==> config.mk <==
export PLATFORM = sky130hd
export DESIGN_NAME = if_id_stage_flat
export DESIGN_NICKNAME = d
export VERILOG_FILES = /design/src/rtl/mips_pkg.sv /design/src/rtl/if_id_stage_if.sv /design/src/rtl/if_id_stage_pc_register.sv /design/src/rtl/if_id_stage.sv /design/src/flat_wrapper.sv
export SDC_FILE = /design/constraint.sdc
export NUM_CORES = 1
export LEC_CHECK = 0
export BUFFER_PORTS_ARGS = -buffer_cell sky130_fd_sc_hd__buf_2
export CORE_MARGIN = 1
export CORE_UTILIZATION = 30
export CTS_BUF_LIST = sky130_fd_sc_hd__clkbuf_8
export DETAILED_ROUTE_END_ITERATION = 16
export GPL_TIMING_DRIVEN = 0
export PLACE_DENSITY = 0.61
export SYNTH_ARGS = -nofsm -noshare
export SYNTH_HDL_FRONTEND = slang
export SYNTH_SLANG_ARGS = --single-unit
==> constraint.sdc <==
create_clock -name clk -period 4.85 [get_ports clk]
set_input_delay 0.7275 -clock clk [delete_from_list [all_inputs] [get_ports clk]]
set_output_delay 0.7275 -clock clk [all_outputs]
set_load 0.05 [all_outputs]
==> src/rtl/mips_pkg.sv <==
// mips_pkg: instruction-format constants shared by fetch, decode and hazard logic
package mips_pkg;
  localparam int INSTR_W = 32;
  localparam int REG_ADDR_W = 5;
  localparam int RS_MSB = 25;
  localparam int RS_LSB = 21;
  localparam int RT_MSB = 20;
  localparam int RT_LSB = 16;
  localparam logic [INSTR_W-1:0] NOP_INSTR = '0;
  function automatic logic [REG_ADDR_W-1:0] rs_of(input logic [INSTR_W-1:0] i);
    return i[RS_MSB:RS_LSB];
  endfunction
  function automatic logic [REG_ADDR_W-1:0] rt_of(input logic [INSTR_W-1:0] i);
    return i[RT_MSB:RT_LSB];
  endfunction
endpackage

==> src/rtl/if_id_stage_if.sv <==
// if_id_stage_if: instruction-memory bus, ID-side control and IF/ID register outputs
interface if_id_stage_if;
  logic                              stallSignal;
  logic                              redirect;
  logic [31:0]                       redirect_pc;
  logic [31:0]                       imem_addr;
  logic [mips_pkg::INSTR_W-1:0]      imem_rdata;
  logic [mips_pkg::INSTR_W-1:0]      IF_ID_instr;
  logic [31:0]                       IF_ID_pcPlus4;
  logic                              IF_ID_valid;
  logic [mips_pkg::REG_ADDR_W-1:0]   IF_ID_rs;
  logic [mips_pkg::REG_ADDR_W-1:0]   IF_ID_rt;
  modport master (
    input  stallSignal, redirect, redirect_pc, imem_rdata,
    output imem_addr, IF_ID_instr, IF_ID_pcPlus4, IF_ID_valid, IF_ID_rs, IF_ID_rt
  );
  modport slave (
    output stallSignal, redirect, redirect_pc, imem_rdata,
    input  imem_addr, IF_ID_instr, IF_ID_pcPlus4, IF_ID_valid, IF_ID_rs, IF_ID_rt
  );
endinterface

==> src/rtl/if_id_stage_pc_register.sv <==
// pc_register: program counter with sync reset and load enable
module pc_register #(
  parameter logic [31:0] RESET_PC = 32'h0000_0000
) (
  input  logic        clk,
  input  logic        reset,
  input  logic        en,
  input  logic [31:0] pc_d,
  output logic [31:0] pc_q
);
  always_ff @(posedge clk)
    if (reset) pc_q <= RESET_PC;
    else if (en) pc_q <= pc_d;
endmodule

==> src/rtl/if_id_stage.sv <==
// if_id_stage: fetch PC, IF/ID pipeline register and saturating stall/flush counters
module if_id_stage
  import mips_pkg::*;
#(
  parameter logic [31:0] RESET_PC = 32'h0000_0000,
  parameter int          CNT_W    = 16
) (
  input  logic              clk,
  input  logic              reset,
  if_id_stage_if.master     bus,
  output logic [CNT_W-1:0]  stall_count,
  output logic [CNT_W-1:0]  flush_count
);
  logic [31:0]        pc_q, pc_d, pc_plus4;
  logic [INSTR_W-1:0] instr_q, instr_d;
  logic [31:0]        pcplus4_q, pcplus4_d;
  logic               valid_q, valid_d;
  logic [CNT_W-1:0]   stall_count_q, stall_count_d, flush_count_q, flush_count_d;
  logic               stall, redir;
  assign stall    = bus.stallSignal;
  assign redir    = bus.redirect & ~bus.stallSignal;
  assign pc_plus4 = pc_q + 32'd4;
  pc_register #(.RESET_PC(RESET_PC)) u_pc (
    .clk   (clk),
    .reset (reset),
    .en    (~stall),
    .pc_d  (pc_d),
    .pc_q  (pc_q)
  );
  // stall holds everything; a redirect loads its word-aligned target and squashes the wrong-path fetch
  always_comb begin
    pc_d          = redir ? (bus.redirect_pc & ~32'h3) : pc_plus4;
    instr_d       = stall ? instr_q   : redir ? NOP_INSTR : bus.imem_rdata;
    pcplus4_d     = stall ? pcplus4_q : redir ? 32'h0     : pc_plus4;
    valid_d       = stall ? valid_q   : ~redir;
    stall_count_d = (stall && ~&stall_count_q) ? stall_count_q + CNT_W'(1) : stall_count_q;
    flush_count_d = (redir && ~&flush_count_q) ? flush_count_q + CNT_W'(1) : flush_count_q;
  end
  always_ff @(posedge clk)
    if (reset) begin
      instr_q       <= NOP_INSTR;
      pcplus4_q     <= '0;
      valid_q       <= 1'b0;
      stall_count_q <= '0;
      flush_count_q <= '0;
    end else begin
      instr_q       <= instr_d;
      pcplus4_q     <= pcplus4_d;
      valid_q       <= valid_d;
      stall_count_q <= stall_count_d;
      flush_count_q <= flush_count_d;
    end
  assign bus.imem_addr     = pc_q;
  assign bus.IF_ID_instr   = instr_q;
  assign bus.IF_ID_pcPlus4 = pcplus4_q;
  assign bus.IF_ID_valid   = valid_q;
  assign bus.IF_ID_rs      = rs_of(instr_q);
  assign bus.IF_ID_rt      = rt_of(instr_q);
  assign stall_count       = stall_count_q;
  assign flush_count       = flush_count_q;
endmodule

==> src/flat_wrapper.sv <==
// flat-port wrapper written by rule: the top's interface ports become plain ports
module if_id_stage_flat import mips_pkg::*;
#(
  parameter logic [31:0] RESET_PC = 32'h0000_0000,
  parameter int          CNT_W    = 16
)
  (clk, reset, stall_count, flush_count, bus_stallSignal, bus_redirect, bus_redirect_pc, bus_imem_rdata, bus_imem_addr, bus_IF_ID_instr, bus_IF_ID_pcPlus4, bus_IF_ID_valid, bus_IF_ID_rs, bus_IF_ID_rt);
  if_id_stage_if bus_i ();
  input  logic clk;
  input  logic reset;
  output logic [CNT_W-1:0] stall_count;
  output logic [CNT_W-1:0] flush_count;
  input wire logic [$bits(bus_i.stallSignal)-1:0] bus_stallSignal;
  input wire logic [$bits(bus_i.redirect)-1:0] bus_redirect;
  input wire logic [$bits(bus_i.redirect_pc)-1:0] bus_redirect_pc;
  input wire logic [$bits(bus_i.imem_rdata)-1:0] bus_imem_rdata;
  output wire logic [$bits(bus_i.imem_addr)-1:0] bus_imem_addr;
  output wire logic [$bits(bus_i.IF_ID_instr)-1:0] bus_IF_ID_instr;
  output wire logic [$bits(bus_i.IF_ID_pcPlus4)-1:0] bus_IF_ID_pcPlus4;
  output wire logic [$bits(bus_i.IF_ID_valid)-1:0] bus_IF_ID_valid;
  output wire logic [$bits(bus_i.IF_ID_rs)-1:0] bus_IF_ID_rs;
  output wire logic [$bits(bus_i.IF_ID_rt)-1:0] bus_IF_ID_rt;
  assign bus_i.stallSignal = bus_stallSignal;
  assign bus_i.redirect = bus_redirect;
  assign bus_i.redirect_pc = bus_redirect_pc;
  assign bus_i.imem_rdata = bus_imem_rdata;
  assign bus_imem_addr = bus_i.imem_addr;
  assign bus_IF_ID_instr = bus_i.IF_ID_instr;
  assign bus_IF_ID_pcPlus4 = bus_i.IF_ID_pcPlus4;
  assign bus_IF_ID_valid = bus_i.IF_ID_valid;
  assign bus_IF_ID_rs = bus_i.IF_ID_rs;
  assign bus_IF_ID_rt = bus_i.IF_ID_rt;
  if_id_stage #(.RESET_PC(RESET_PC), .CNT_W(CNT_W)) u_core (.clk(clk), .reset(reset), .bus(bus_i), .stall_count(stall_count), .flush_count(flush_count));
endmodule
==> summary.txt <==
STA
  – RSZ-0062 raised after global routing: false
  – Final Cycle Share: 48.6%
  – Final setup vio count: 0
  – Hold slack: roughly 0.45 ns
  – Final hold vios: 0
  – Slew HR: 33.1%
  – Setup Skew: 0.0104 ns
  – Max Slew Vio Count: 0
  – Sum Neg Setup Slack: 0 ns
  – Post-layout min period: 2.36 ns
  – Max Freq: 424 MHz
  – Slew @ Worst Pin: between 0.9 and 1 ns
  – Setup WS post-layout: between 2 and 2.5 ns

GRT
  – Initial antenna violation count: 2
  – Total gr overflow: 0
  – Vias in the first global route: 5228
  – First-pass GRT wire length: 29.6 mm
  – Largest net degree at the start of global routing: 17
  – Overall routing resource usage: between 10% and 20%

Outcome
  – Status: completed

Logic synthesis
  – Cell variety after synth: 58
  – Synth Flop Type: dfxtp_1
  – Post-synth ARST share: 0%
  – Commonest cells in the netlist: dfxtp_1 (126), nor2_1 (64), nand2_1 (52)
  – Area leader, netlist: dfxtp_1
  – YS warnings: 0
  – Sequential-to-total area share from yosys stat: 43.3%
  – Synth area leaders: dfxtp_1 (43%), a22o_1 (5.3%), nor2_1 (4.1%)
  – Top cell type's share of synthesized area: 43.3%
  – Number of flops mapped to enable cells by yosys: 0
  – Synth Cell Area: 5830 um2
  – Syn Area/Cell: 8.85 um2
  – Most frequent cell after synthesis: dfxtp_1
  – Seq cells post-synth: 126
  – Post-Syn Instances: around 660

Route
  – DRT antenna net count: 0
  – Vias per inst: 4.91
  – Iter 0 DRT Violations: 287
  – Routed vias: 5669
  – DR WL/cell: 17.0 um
  – Detailed Routing Iterations Pass 1: 5
  – Routed wire length: 19.6 mm
  – DRC: 0

CTS
  – PostCTS Resize Cnt: 0
  – Hold_buf cts: 0
  – Worst-Skew Late Latency: 0.45 ns
  – Root buffer cell: clkbuf_8
  – TritonCTS Buffers: 17
  – Clock transition at the registers of the reported paths: 0.07 ns
  – Clock sinks: 126
  – CTS tree: yes
  – Clk buf depth: 2
  – Setup Buffers After CTS: 0
  – CTS H-Tree Depth: 4

Critical path
  – Crit Path Max Fanout: 10
  – Critical Path AT: 2.75 ns
  – WS Path Type: in -> reg
  – CP required: 5.24 ns
  – Worst Setup End Kind: flip-flop
  – CP startpoint kind: input port

Pwr
  – Sw power: about 0.73 mW
  – Sequential power share: 45.6%
  – Pint: between 1.5 and 2 mW
  – Sw Ratio: 30.1%
  – Clock share of power: 40.0%
  – Combinational Power Share: 14.4%
  – Design Power: 2.41 mW
  – Worst IR Drop VDD: 0.000170 V
  – Power per cell area: 318 nW/um2
  – Static leakage: 3.34 nW

Flow run
  – Maxcap violations: 0

Floorplanning
  – Starting Density: 30.9%
  – Die Ht: about 140 um
  – Chip width: 141 um
  – Die area: between 15000 and 20000 um2
  – FP Rows: 50
  – Core outline area: between 15000 and 20000 um2
  – Number of I/O pins: 207

Layout
  – Layout cells sized above 1: 31.6%
  – Fin area: 7580 um2
  – Fin cells: 1154
  – Utilization after layout: approximately two fifths
  – Fill cell count: 1992
  – Area delta synth->final: 30.1%
  – Layout Nets: roughly 950

Placed design
  – RD Place Congestion: 0.907
  – Setup WS pre-CTS: 2.00 ns
  – Placed insts: 1121
  – Post-DP HPWL: approximately 15 mm
  – IO Port Bufs: 201
  – Placed instance area: 7170 um2

Min path
  – Hold WC Path Type: reg -> reg
-- layout make-up --
class | count | area (um2) | share of cell area [%]
antenna | 2 | 5.00 | 0.0660
buffer | 61 | 334 | 4.40
clock buffer | 18 | 248 | 3.27
clock inverter | 13 | 166 | 2.19
inverter | 3 | 11.3 | 0.148
multi-input combinational | 470 | 2970 | 39.1
sequential | 126 | 2520 | 33.3
tap | 260 | 325 | 4.29
timing repair buffer | 201 | 1010 | 13.3
-- per-layer routing --
metal,GRT usage (%),part of all wire (%),vias up
li1,-,-,2803
met1,23.4,43,2630
met2,32.6,47,218
met3,7.76,9.5,16
met4,4.75,1.1,2
met5,0,0.066,-
-- cells by family (layout without fill, tap and decap cells) --
kind of cell,count (synthesis),after routing,share of synthesized area (%)
and+or+nand+nor,245,245,22.7
AOI/OAI and AO/OA,163,163,18.7
DFF,126,126,43.3
buffers and inverters,64,296,5.92
xor gates and xnor gates,50,50,7.51
muxes,7,7,1.20
adders and majority gates,3,3,0.644
other,1,4,0.0643
-- flip-flops by register name, indices dropped and copies added (netlist names) --
register                  flops
u_core.bus.IF_ID_instr       32
u_core.bus.IF_ID_pcPlus4     31
u_core.bus.IF_ID_valid        1
u_core.flush_count           16
u_core.stall_count           16
u_core.u_pc.pc_q             30
-- placed cells by master (no fill, tap or decap), drive strengths merged, types with 24 or more instances in the layout --
cell and count:
dfxtp 126, a21oi 33, clkbuf 53, nand2 52, a22o 35, buf 225
o21ai 38, xnor2 24, xor2 26, nor2 66
-- power groups by stage --
stage / logic, mW / clock network (mW) / registers, mW
after detailed placement: 0.349 / 0 / 1.12
after floorplan: 0.129 / 0 / 1.23
after global routing: 0.370 / 1.04 / 1.11
final: 0.348 / 0.966 / 1.10
after CTS: 0.350 / 1.00 / 1.10
after global placement: 0.347 / 0 / 1.12
-- critical path, stage by stage --
cell and delay [ns]:
buf_2 0.10, clkbuf_1 0.28, or2_2 0.37, clkbuf_1 0.21, nor2_1 0.54, buf_2 0.35, a22o_1 0.16
-- final timing paths --
kind / from / to / slack, ns / cells past startpoint
hold / removal: u_core.bus.IF_ID_pcPlus4[26] / u_core.bus.IF_ID_pcPlus4[26] / 0.45 / 2
setup / recovery: bus_stallSignal / u_core.bus.IF_ID_instr[16] / 2.49 / 7
hold reg to reg: u_core.bus.IF_ID_pcPlus4[26] / u_core.bus.IF_ID_pcPlus4[26] / 0.45 / 2
setup reg to reg: u_core.flush_count[0] / u_core.flush_count[7] / 2.56 / 6
Power figures use the tool's default switching activity.
